$ cat src/rtl/alu_op_sequencer.sv
// Registered valid/ready front-end for a 4-bit two-select ALU: latches an op onto the ALU
// inputs, waits a settle time, captures the result into a one-deep response register.
module alu_op_sequencer #(
  parameter int unsigned WIDTH      = 4,
  parameter int unsigned SETTLE_CYC = 1
) (
  input  logic             clk,
  input  logic             rst_n,
  input  logic             req_valid,
  output logic             req_ready,
  input  logic [1:0]       req_sel,
  input  logic [WIDTH-1:0] req_a,
  input  logic [WIDTH-1:0] req_b,
  output logic             alu_s0,
  output logic             alu_s1,
  output logic [WIDTH-1:0] alu_a,
  output logic [WIDTH-1:0] alu_b,
  input  logic [WIDTH-1:0] alu_out,
  input  logic             alu_carry,
  output logic             rsp_valid,
  input  logic             rsp_ready,
  output logic [WIDTH-1:0] rsp_result,
  output logic             rsp_carry,
  output logic [1:0]       rsp_sel,
  output logic             busy,
  output logic [7:0]       op_count
);

  localparam int unsigned CNT_W      = 4;
  localparam int unsigned SETTLE_EFF = (SETTLE_CYC == 0) ? 1 :
                                       ((SETTLE_CYC > 15) ? 15 : SETTLE_CYC);

  typedef enum logic [1:0] {
    IDLE   = 2'd0,
    SETTLE = 2'd1,
    WAIT   = 2'd2
  } state_t;

  state_t             r_state;
  state_t             w_state_nxt;
  logic [CNT_W-1:0]   r_cnt;
  logic [CNT_W-1:0]   w_cnt_nxt;
  logic               r_req_ready;
  logic               w_req_ready_nxt;
  logic               r_busy;
  logic               w_busy_nxt;
  logic               r_rsp_valid;
  logic               w_rsp_valid_nxt;
  logic [1:0]         r_alu_sel;
  logic [WIDTH-1:0]   r_alu_a;
  logic [WIDTH-1:0]   r_alu_b;
  logic [WIDTH-1:0]   r_rsp_result;
  logic               r_rsp_carry;
  logic [1:0]         r_rsp_sel;
  logic [7:0]         r_op_count;

  logic w_accept;
  logic w_slot_free;
  logic w_settled;
  logic w_capture;

  assign w_accept    = (r_state == IDLE) && req_valid && r_req_ready;
  assign w_slot_free = !r_rsp_valid || rsp_ready;
  assign w_settled   = (r_state == SETTLE) && (r_cnt == CNT_W'(1));
  assign w_capture   = (w_settled || (r_state == WAIT)) && w_slot_free;

  // State register
  always_ff @(posedge clk or negedge rst_n) begin
    if (!rst_n) r_state <= IDLE;
    else        r_state <= w_state_nxt;
  end

  // Next-state logic
  always_comb begin
    w_state_nxt = r_state;
    case (r_state)
      IDLE:    if (w_accept)    w_state_nxt = SETTLE;
      SETTLE:  if (w_settled)   w_state_nxt = w_slot_free ? IDLE : WAIT;
      WAIT:    if (w_slot_free) w_state_nxt = IDLE;
      default:                  w_state_nxt = IDLE;
    endcase
  end

  // Next values for the registered control outputs and settle counter
  always_comb begin
    w_req_ready_nxt = (r_state == IDLE) ? !w_accept : w_capture;
    w_busy_nxt      = (w_state_nxt != IDLE);
    w_rsp_valid_nxt = w_capture || (r_rsp_valid && !rsp_ready);
    w_cnt_nxt       = r_cnt;
    if (w_accept)
      w_cnt_nxt = CNT_W'(SETTLE_EFF);
    else if ((r_state == SETTLE) && (r_cnt != '0))
      w_cnt_nxt = r_cnt - CNT_W'(1);
  end

  always_ff @(posedge clk or negedge rst_n) begin
    if (!rst_n) begin
      r_cnt        <= '0;
      r_req_ready  <= 1'b0;
      r_busy       <= 1'b0;
      r_rsp_valid  <= 1'b0;
      r_alu_sel    <= '0;
      r_alu_a      <= '0;
      r_alu_b      <= '0;
      r_rsp_result <= '0;
      r_rsp_carry  <= 1'b0;
      r_rsp_sel    <= '0;
      r_op_count   <= '0;
    end else begin
      r_cnt       <= w_cnt_nxt;
      r_req_ready <= w_req_ready_nxt;
      r_busy      <= w_busy_nxt;
      r_rsp_valid <= w_rsp_valid_nxt;
      if (w_accept) begin
        r_alu_sel <= req_sel;
        r_alu_a   <= req_a;
        r_alu_b   <= req_b;
      end
      if (w_capture) begin
        r_rsp_result <= alu_out;
        r_rsp_carry  <= alu_carry;
        r_rsp_sel    <= r_alu_sel;
        r_op_count   <= r_op_count + 8'd1;
      end
    end
  end

  assign req_ready  = r_req_ready;
  assign alu_s0     = r_alu_sel[0];
  assign alu_s1     = r_alu_sel[1];
  assign alu_a      = r_alu_a;
  assign alu_b      = r_alu_b;
  assign rsp_valid  = r_rsp_valid;
  assign rsp_result = r_rsp_result;
  assign rsp_carry  = r_rsp_carry;
  assign rsp_sel    = r_rsp_sel;
  assign busy       = r_busy;
  assign op_count   = r_op_count;

endmodule

$ cat config.mk
export PLATFORM = sky130hd
export DESIGN_NAME = alu_op_sequencer
export DESIGN_NICKNAME = d
export VERILOG_FILES = /design/src/rtl/alu_op_sequencer.sv
export SDC_FILE = /design/constraint.sdc
export NUM_CORES = 1
export LEC_CHECK = 0
export ABC_AREA = 1
export ABC_CLOCK_PERIOD_IN_PS = 1700
export CAP_MARGIN = 20
export CORE_MARGIN = 5
export CORE_UTILIZATION = 39
export DETAILED_ROUTE_END_ITERATION = 8
export DONT_BUFFER_PORTS = 1
export GPL_TIMING_DRIVEN = 0
export PLACE_DENSITY = 0.49
export SYNTH_ARGS = -nofsm -noshare
export SYNTH_HDL_FRONTEND = slang
export SYNTH_SLANG_ARGS = --single-unit
$ cat constraint.sdc
create_clock -name clk -period 1.7 [get_ports clk]
set_input_delay 0.34 -clock clk [delete_from_list [all_inputs] [get_ports clk]]
set_output_delay 0.34 -clock clk [all_outputs]
set_load 0.02 [all_outputs]
==> results.txt, run 1 <==
- The run finished with clean final reports.
- Switching power total: 1.479 mW
* Count of buffers added by post-CTS timing repair for setup: 0
* Worst Setup Start Kind: register
- The count of final max-slew check failures came to 0.
* Number of placement rows: 23
* Post-Route Skew: roughly 0.0023 ns
* Count leader, synth: sky130_fd_sc_hd__nand2_1
* Number of max-cap violations: 0
* Post-synthesis net count: ~220
* DR pass1 iterations: 4
* H-tree Lvls: 2
* Routed vias: 1181
- Setup repair after global routing left no endpoint under its margin.
- In this run the most critical hold path is launched from req_b[0].
* Worst Max-Slew Pin Slew: 0.3551 ns
* Launching point of the worst reg2reg path: op_count[1]
- For hold timing, the worst endpoint is alu_b[0].
* Ports placed on the boundary: 47
- RD Place Congestion: between 0.7 and 0.8
* Global-route wire length before repair: roughly 5400 um
- The clock passes through at most 2 buffers.
* Core area: 0.004000 sq mm
- Met2 usage in global routing: 0.2116
- The die is 74.06 um tall.
- Via count of the first global-routing pass: 1198
- Post-synthesis cell count: between 150 and 200
- Entering global routing, the biggest net connects 35 pins.
- At the later pin of the worst-skew pair, clock insertion delay measures 0.28 ns.
- Initial drt markers: 40
- Achievable clock frequency: 711.9 MHz
- In this run, distinct cell masters in the synthesized netlist total 21.
- The critical path is of the register to register type.
- DR vias/cell: about 4.6
- Yosys printed 0 warnings.
- Initial core utilization: 0.4001
- In this run, post-CTS hold repair placed 2 buffers.
* Worst setup EP type: register
- The repair_antennas step left the layout with diodes totalling 0.
- Worst Hold Slack: 0.1658 ns
* Share of the synthesized area in the top cell type: 0.5317
- Clock sinks: 34
- Final Routed Wirelength: approximately 3300 um
* Overall Global Routing Usage: 0.1286
* Required time at the worst-slack endpoint: ~1.9 ns
* Comb power frac: 0.298
- The path class of the tightest hold or removal check is input port to register.
- For this run, global-route usage on met1 was measured as 0.1512.
- Clock period minus final worst setup slack: 1.405 ns
- Worst hold path stage count: 2
- The layer flagged by global routing as most heavily used is met2.
- Setup violations remaining at the end of the flow were counted as 0.
- CTS clock-pin slew for the worst setup and hold paths: 0.07 ns
- In this run the static leakage power is roughly 0.96 nW.
- Detailed placement ended at an HPWL of between 2000 and 2500 um.
- Number of enable flip-flop cells after synthesis: 0
* Max VDD drop: 0.8943 mV
- TritonCTS built the clock tree.
* Worst-case headroom to the max-slew limit: 0.7633
* Hold Violations, Final: 0
* Worst reg-to-reg path cell count: 6
- Input and output buffers added on the ports amount to 0.
* Area overhead of the layout relative to synthesis: 11.49%
- Adding up every negative setup slack in the final design gives 0 ns.
* Horiz. Die Dim: ~74 um
* Dpl cell area: about 0.0017 sq mm
- The share of the Yosys chip area taken by registers is 0.5317.
- In the global route stage, met3 resource usage came out at 0.05946.
* Remaining global-route overflow: 0
- Total non-filler cell area in the finished layout: roughly 0.0018 sq mm
* Destination of the worst register-to-register timing path: op_count[6]
- Sequential Power Share: 0.518
- Highest net fanout along the worst path: 5
- The floorplan step defined a die boundary enclosing 0.005484 sq mm.
- In the routed design, unresolved DRC markers number 0.
* Internal portion of total power: 1.818 mW
- The count of nets left with antenna violations once routing finished came out at 0.
- Switching share of power: 0.4486
- Power per cell area: 1848 mW/mm^2
- Data on the critical path arrives at its endpoint at between 1.5 and 2 ns.
- Average wire per cell in the routed design: roughly 13 um
- Post-synthesis instance area: about 0.0016 sq mm
* Initial antenna violation count: 0
* Post-route total power: 3.296 mW
- Clk Tree Root Cell: sky130_fd_sc_hd__clkbuf_8
* Top cell type by total area after synthesis: sky130_fd_sc_hd__dfrtp_1
- Portion of the clock cycle consumed by the worst path in the final layout: 0.8263
- Clock group share of total power: 0.184
- Once the clock tree was built, the resizer swapped 0 gates to a different size.
- In the synthesized netlist the async set-or-reset flop fraction comes to 1.000.
- Synth top area cells: sky130_fd_sc_hd__dfrtp_1 53%, sky130_fd_sc_hd__nand2_1 22%, sky130_fd_sc_hd__nand3_1 4.7%
* Top cell types by occurrence after synthesis: 94 x sky130_fd_sc_hd__nand2_1, 34 x sky130_fd_sc_hd__dfrtp_1, 15 x sky130_fd_sc_hd__nand3_1, 14 x sky130_fd_sc_hd__inv_1, 7 x sky130_fd_sc_hd__nor2_1
* Syn Area/Cell: about 8 sq um
* Worst reg2reg setup slack: 0.30 ns
- Synth Flop Type: sky130_fd_sc_hd__dfrtp_1
- Of the cells placed in the final design, the portion with a size suffix greater than 1 is 0.1220.
- For this run, the post-layout net count is 226.
- In this run, synthesis produced a sequential element count of 34.
- CTS buffer count: 5
cells by family after synthesis:
kind of cell               synth area share
DFF                                  0.5317
adders and majority gates           0.02346
and+or+nand+nor                      0.3409
xor gates and xnor gates            0.02190
AOI/OAI and AO/OA                   0.01955
buffers and inverters               0.06255
power by group through the flow:
stage	registers, mW	logic [mW]	clock network, mW
after floorplan	1.65	0.802	0
after global placement	1.73	0.945	0
after detailed placement	1.73	0.982	0
after CTS	1.72	1.01	0.629
after global routing	1.76	1.14	0.657
final	1.71	0.984	0.606
worst max-delay path by stage:
stage	from	to	slack, ns	cells after the start
2_1_floorplan	op_count[1]	op_count[6]	0.44	6
3_3_place_gp	op_count[1]	op_count[6]	0.34	6
3_5_place_dp	op_count[1]	op_count[6]	0.30	6
4_1_cts	op_count[1]	op_count[6]	0.29	6
5_1_grt	op_count[1]	op_count[6]	0.13	6
6_report	op_count[1]	op_count[6]	0.30	6
flip-flops by register name (all words and copies together) (netlist names):
| name | count |
|---|---|
| op_count | 8 |
| alu_a | 4 |
| alu_b | 4 |
| r_cnt | 4 |
| rsp_result | 4 |
| r_alu_sel | 2 |
| r_state | 2 |
| rsp_sel | 2 |
| busy | 1 |
| req_ready | 1 |
| rsp_carry | 1 |
| rsp_valid | 1 |
metrics by stage:
stage               std cells    util  setup WS [ns]
floorplan                 195       -         0.4429
global placement          245  0.4157         0.3378
detailed placement        245  0.4157         0.3044
CTS                       255  0.4460         0.2927
global route              255  0.4460         0.1285
finish                    255  0.4460         0.2953
worst max-delay path: stages, from the launching register on:
cell                      delay (ns)
sky130_fd_sc_hd__dfrtp_1        0.53
sky130_fd_sc_hd__ha_1           0.26
sky130_fd_sc_hd__nand3_1        0.15
sky130_fd_sc_hd__o21ai_0        0.19
sky130_fd_sc_hd__nand2_1        0.07
sky130_fd_sc_hd__nand2_1        0.06
sky130_fd_sc_hd__nand2_1        0.04
routing by layer:
layer / routed length, um / vias to the layer above
li1: - / 611
met1: 1449 / 528
met2: 1577 / 38
met3: 255 / 4
met4: 19 / 0
met5: 0 / -
layout by cell type (no fill, tap or decap), drive strengths merged:
cell type    Yosys  routed
nand3           17      17
xor2             3       3
a21oi            1       1
o22ai            1       1
nand2           97      97
nand4            1       1
xnor2            1       1
inv             16      16
clkinv           0       1
nor2            12      12
dfrtp           34      34
o21ai            4       4
buf              5       6
ha               3       3
dlygate4sd3      0       1
clkbuf           0       7
final cells by class:
class / instances / area (sq um)
timing repair buffer: 2 / 30.03
buffer: 5 / 40.04
fill: 395 / 2216
sequential: 34 / 850.8
multi-input combinational: 140 / 649.4
clock inverter: 1 / 5.005
inverter: 16 / 60.06
clock buffer: 7 / 86.33
tap: 50 / 62.56
Note: power is estimated with default switching activity, not from simulation.
==> run 2: changes to the inputs <==
--- a/config.mk
+++ b/config.mk
@@ -6,14 +6,14 @@
 export NUM_CORES = 1
 export LEC_CHECK = 0
 export ABC_AREA = 1
-export ABC_CLOCK_PERIOD_IN_PS = 1700
+export ABC_CLOCK_PERIOD_IN_PS = 1200
 export CAP_MARGIN = 20
 export CORE_MARGIN = 5
 export CORE_UTILIZATION = 39
 export DETAILED_ROUTE_END_ITERATION = 8
 export DONT_BUFFER_PORTS = 1
 export GPL_TIMING_DRIVEN = 0
-export PLACE_DENSITY = 0.49
+export PLACE_DENSITY = 0.51
 export SYNTH_ARGS = -nofsm -noshare
 export SYNTH_HDL_FRONTEND = slang
 export SYNTH_SLANG_ARGS = --single-unit
==> constraint.sdc (replaced) <==
create_clock -name clk -period 1.2 [get_ports clk]
set_input_delay 0.24 -clock clk [delete_from_list [all_inputs] [get_ports clk]]
set_output_delay 0.24 -clock clk [all_outputs]
set_load 0.02 [all_outputs]
==> run 2 against run 1 <==
Compared with the run above:
- the flow now finishes with violations (setup timing)
- clock power rose by 36%
- utilization up 5.7 points
- worst setup slack worse by 0.36 ns
- routed wire length grew 4.9%
- via count grew 7.5%
- worst hold slack worse by 0.11 ns
- critical path type unchanged
==> results.txt, run 2 (synthesized netlist as in run 1, its figures left out) <==
* Result of the run: complete, but fails checks
- The checks that failed: setup timing.
- After routing, the total negative slack on setup checks comes to -0.7191 ns.
* Number of max-cap violations: 0
- RSZ-0062 raised after global routing: yes
- The worst-case IR drop observed on VDD is 1.306 mV.
- After clock tree synthesis, the clock-pin slew on the worst setup and hold paths is approximately 0.07 ns.
* Post-place setup slack: -0.1447 ns
- Crit Path Class: register to register
- Setup slack on the worst reg-to-reg path comes out at -0.06 ns.
- In this run the most critical hold path is launched from req_sel[0].
- At the end of routability-driven placement, the weighted congestion stood at 0.7615.
- Final number of max-transition violations: 0
* Worst Path Arrival: 1.43 ns
- In this run the horizontal extent of the chip is 74.06 um.
- Detailed placement HPWL: approximately 2400 um
* Routed vias: ~1300
- Total non-filler cell area in the finished layout: between 0.002 and 0.0025 sq mm
* CTS buffer count: 5
- Of the available clock period, the critical path in the final layout requires 1.050.
* Fill count: about 390
- Overall Global Routing Usage: 0.1367
- Number of nets with antenna violations after routing: 0
- Worst hold path stage count: 2
* Worst Hold Slack: 0.06058 ns
* TritonCTS clock tree: built
- The register with the most flip-flops in the layout has 8 of them.
- Highest net fanout along the worst path: 6
- Entering global routing, the biggest net connects 35 pins.
- After global routing the overflow that remains totals 0.
- For the final database, setup skew stands at 0.004370 ns.
* Worst Max-Slew Pin Slew: 0.3694 ns
- Pin placement for this block handled 47 I/O pins.
- Power per cell area: about 2600 mW/mm^2
- Number of endpoints failing setup at the final stage: 15
- Worst-case headroom to the max-slew limit: 0.7538
* Worst Slack Setup Final: -0.05971 ns
- Insertion delay of the later-clocked pin in the worst-skew pair: 0.28 ns
* Final Routed Wirelength: 3465 um
- The total area inside the core boundary comes to about 0.004 sq mm.
- The floorplan has 23 rows.
* Via count of the first global-routing pass: 1269
- Hold Violations, Final: 0
- Worst setup EP type: register
* Height of the die: 74.06 um
- Leaving out fill and tap cells, the most frequent cells in the layout are 79 x sky130_fd_sc_hd__nand2_1, 28 x sky130_fd_sc_hd__dfrtp_1, 14 x sky130_fd_sc_hd__nand3_1, 13 x sky130_fd_sc_hd__nand2_2, 11 x sky130_fd_sc_hd__inv_1.
- Final Util: 0.5033
* Static leakage: 1.027 nW
- The count of buffers added on input and output ports is 0.
- Clock sinks: 34
- Sink of the worst hold path: r_alu_sel[0]
- The first TritonRoute pass finished after 4 iterations.
- Launching point of the worst reg2reg path: r_cnt[1]
- Based on the critical path, the design can be clocked at up to approximately 790 MHz.
- Worst reg-to-reg path cell count: 8
- The worst register-to-register path ends at op_count[7].
- Global-route wire length before repair: 5720 um
- Initial antenna violation count: 0
* Required time at the worst-slack endpoint: 1.37 ns
- STA classifies the critical path startpoint as a register.
* Clk Tree Root Cell: sky130_fd_sc_hd__clkbuf_8
- After the last flow step, the layout net total stands at 236.
- In the final routed layout, each cell accounts on average for 13.08 um.
- Share of layout cells above drive strength 1: 0.3070
* Initial core utilization: 0.4001
- The smallest clock period supported by the final layout is computed as 1.260 ns.
* Area overhead of the layout relative to synthesis: 25.80%
* Hold/Removal Path Class: input port to register
- In the routed layout, each cell is associated on average with a via count of about 4.8.
* Initial drt markers: 36
- 0 antenna diodes ended up in the layout.
* DRC violation count after routing: 0
- H-tree Lvls: 2
- Most common cell after layout, fill and taps aside: sky130_fd_sc_hd__nand2_1
- Total Die Area: 0.005484 sq mm
* Dpl cell area: 0.001665 sq mm
* Maximum number of buffers from clock root to sink: 2
[run 2: cell count changes in the layout (fill, tap and decap cells not counted), moves of 4 or more]
cell,before,now
sky130_fd_sc_hd__dfrtp_1,34,28
sky130_fd_sc_hd__dfrtp_2,0,6
sky130_fd_sc_hd__nand2_2,2,13
sky130_fd_sc_hd__buf_4,1,8
sky130_fd_sc_hd__nand2_1,94,79
sky130_fd_sc_hd__nand2_4,1,5
[run 2: area by class of cell]
class                      count  area (sq um)  share of cell area
multi-input combinational    140         768.2              0.3816
clock inverter                 3         21.27             0.01057
timing repair buffer          12         125.1             0.06215
sequential                    34         858.3              0.4264
tap                           50         62.56             0.03108
inverter                      16         60.06             0.02983
buffer                         5         48.80             0.02424
clock buffer                   5         68.82             0.03418
[run 2: worst max path at each step]
stage	start	end	slack [ns]	cells past startpoint
after global routing	r_cnt[1]	op_count[3]	-0.13	8
after floorplan	rsp_valid	rsp_sel[1]	0.02	6
after global placement	rsp_valid	op_count[0]	-0.12	6
after detailed placement	rsp_valid	rsp_result[3]	-0.14	6
after CTS	r_cnt[0]	op_count[1]	-0.03	8
final	r_cnt[1]	op_count[7]	-0.06	8
[run 2: metal layers]
metal,track usage,wire length (um),up-vias
met4,0.04829,53,0
met5,0,0,-
met3,0.06081,230,6
met1,0.1691,1460,593
li1,-,-,636
met2,0.2126,1720,34
[run 2: stage by stage]
step / total power [mW] / cells
6_report: 5.286 / 265
5_1_grt: 5.697 / 265
4_1_cts: 4.990 / 260
3_5_place_dp: 3.858 / 245
3_3_place_gp: 3.786 / 245
2_1_floorplan: 3.478 / 195
[run 2: report_power, final]
| part | leakage (nW) | switching [mW] | internal (mW) |
|---|---|---|---|
| Clock | 0.0441 | 0.419 | 0.407 |
| Sequential | 0.426 | 0.893 | 1.60 |
| Combinational | 0.556 | 1.08 | 0.886 |
[run 2: repair_timing]
item	CTS	global route
endpoints found under the setup margin	32	33
gates resized for setup	16	29
endpoints found under the hold margin	34	0
cloned	1	0
hold buffers	2	0
setup buffers	4	5
pin swaps	3	15
[run 2: worst max-delay path, stage by stage, from the launching register on]
cell,delay (ns)
sky130_fd_sc_hd__dfrtp_1,0.41
sky130_fd_sc_hd__inv_2,0.11
sky130_fd_sc_hd__ha_4,0.17
sky130_fd_sc_hd__nand3_4,0.08
sky130_fd_sc_hd__nand2_4,0.08
sky130_fd_sc_hd__nand2_4,0.07
sky130_fd_sc_hd__buf_12,0.13
sky130_fd_sc_hd__nand2_1,0.05
sky130_fd_sc_hd__nand2_1,0.05
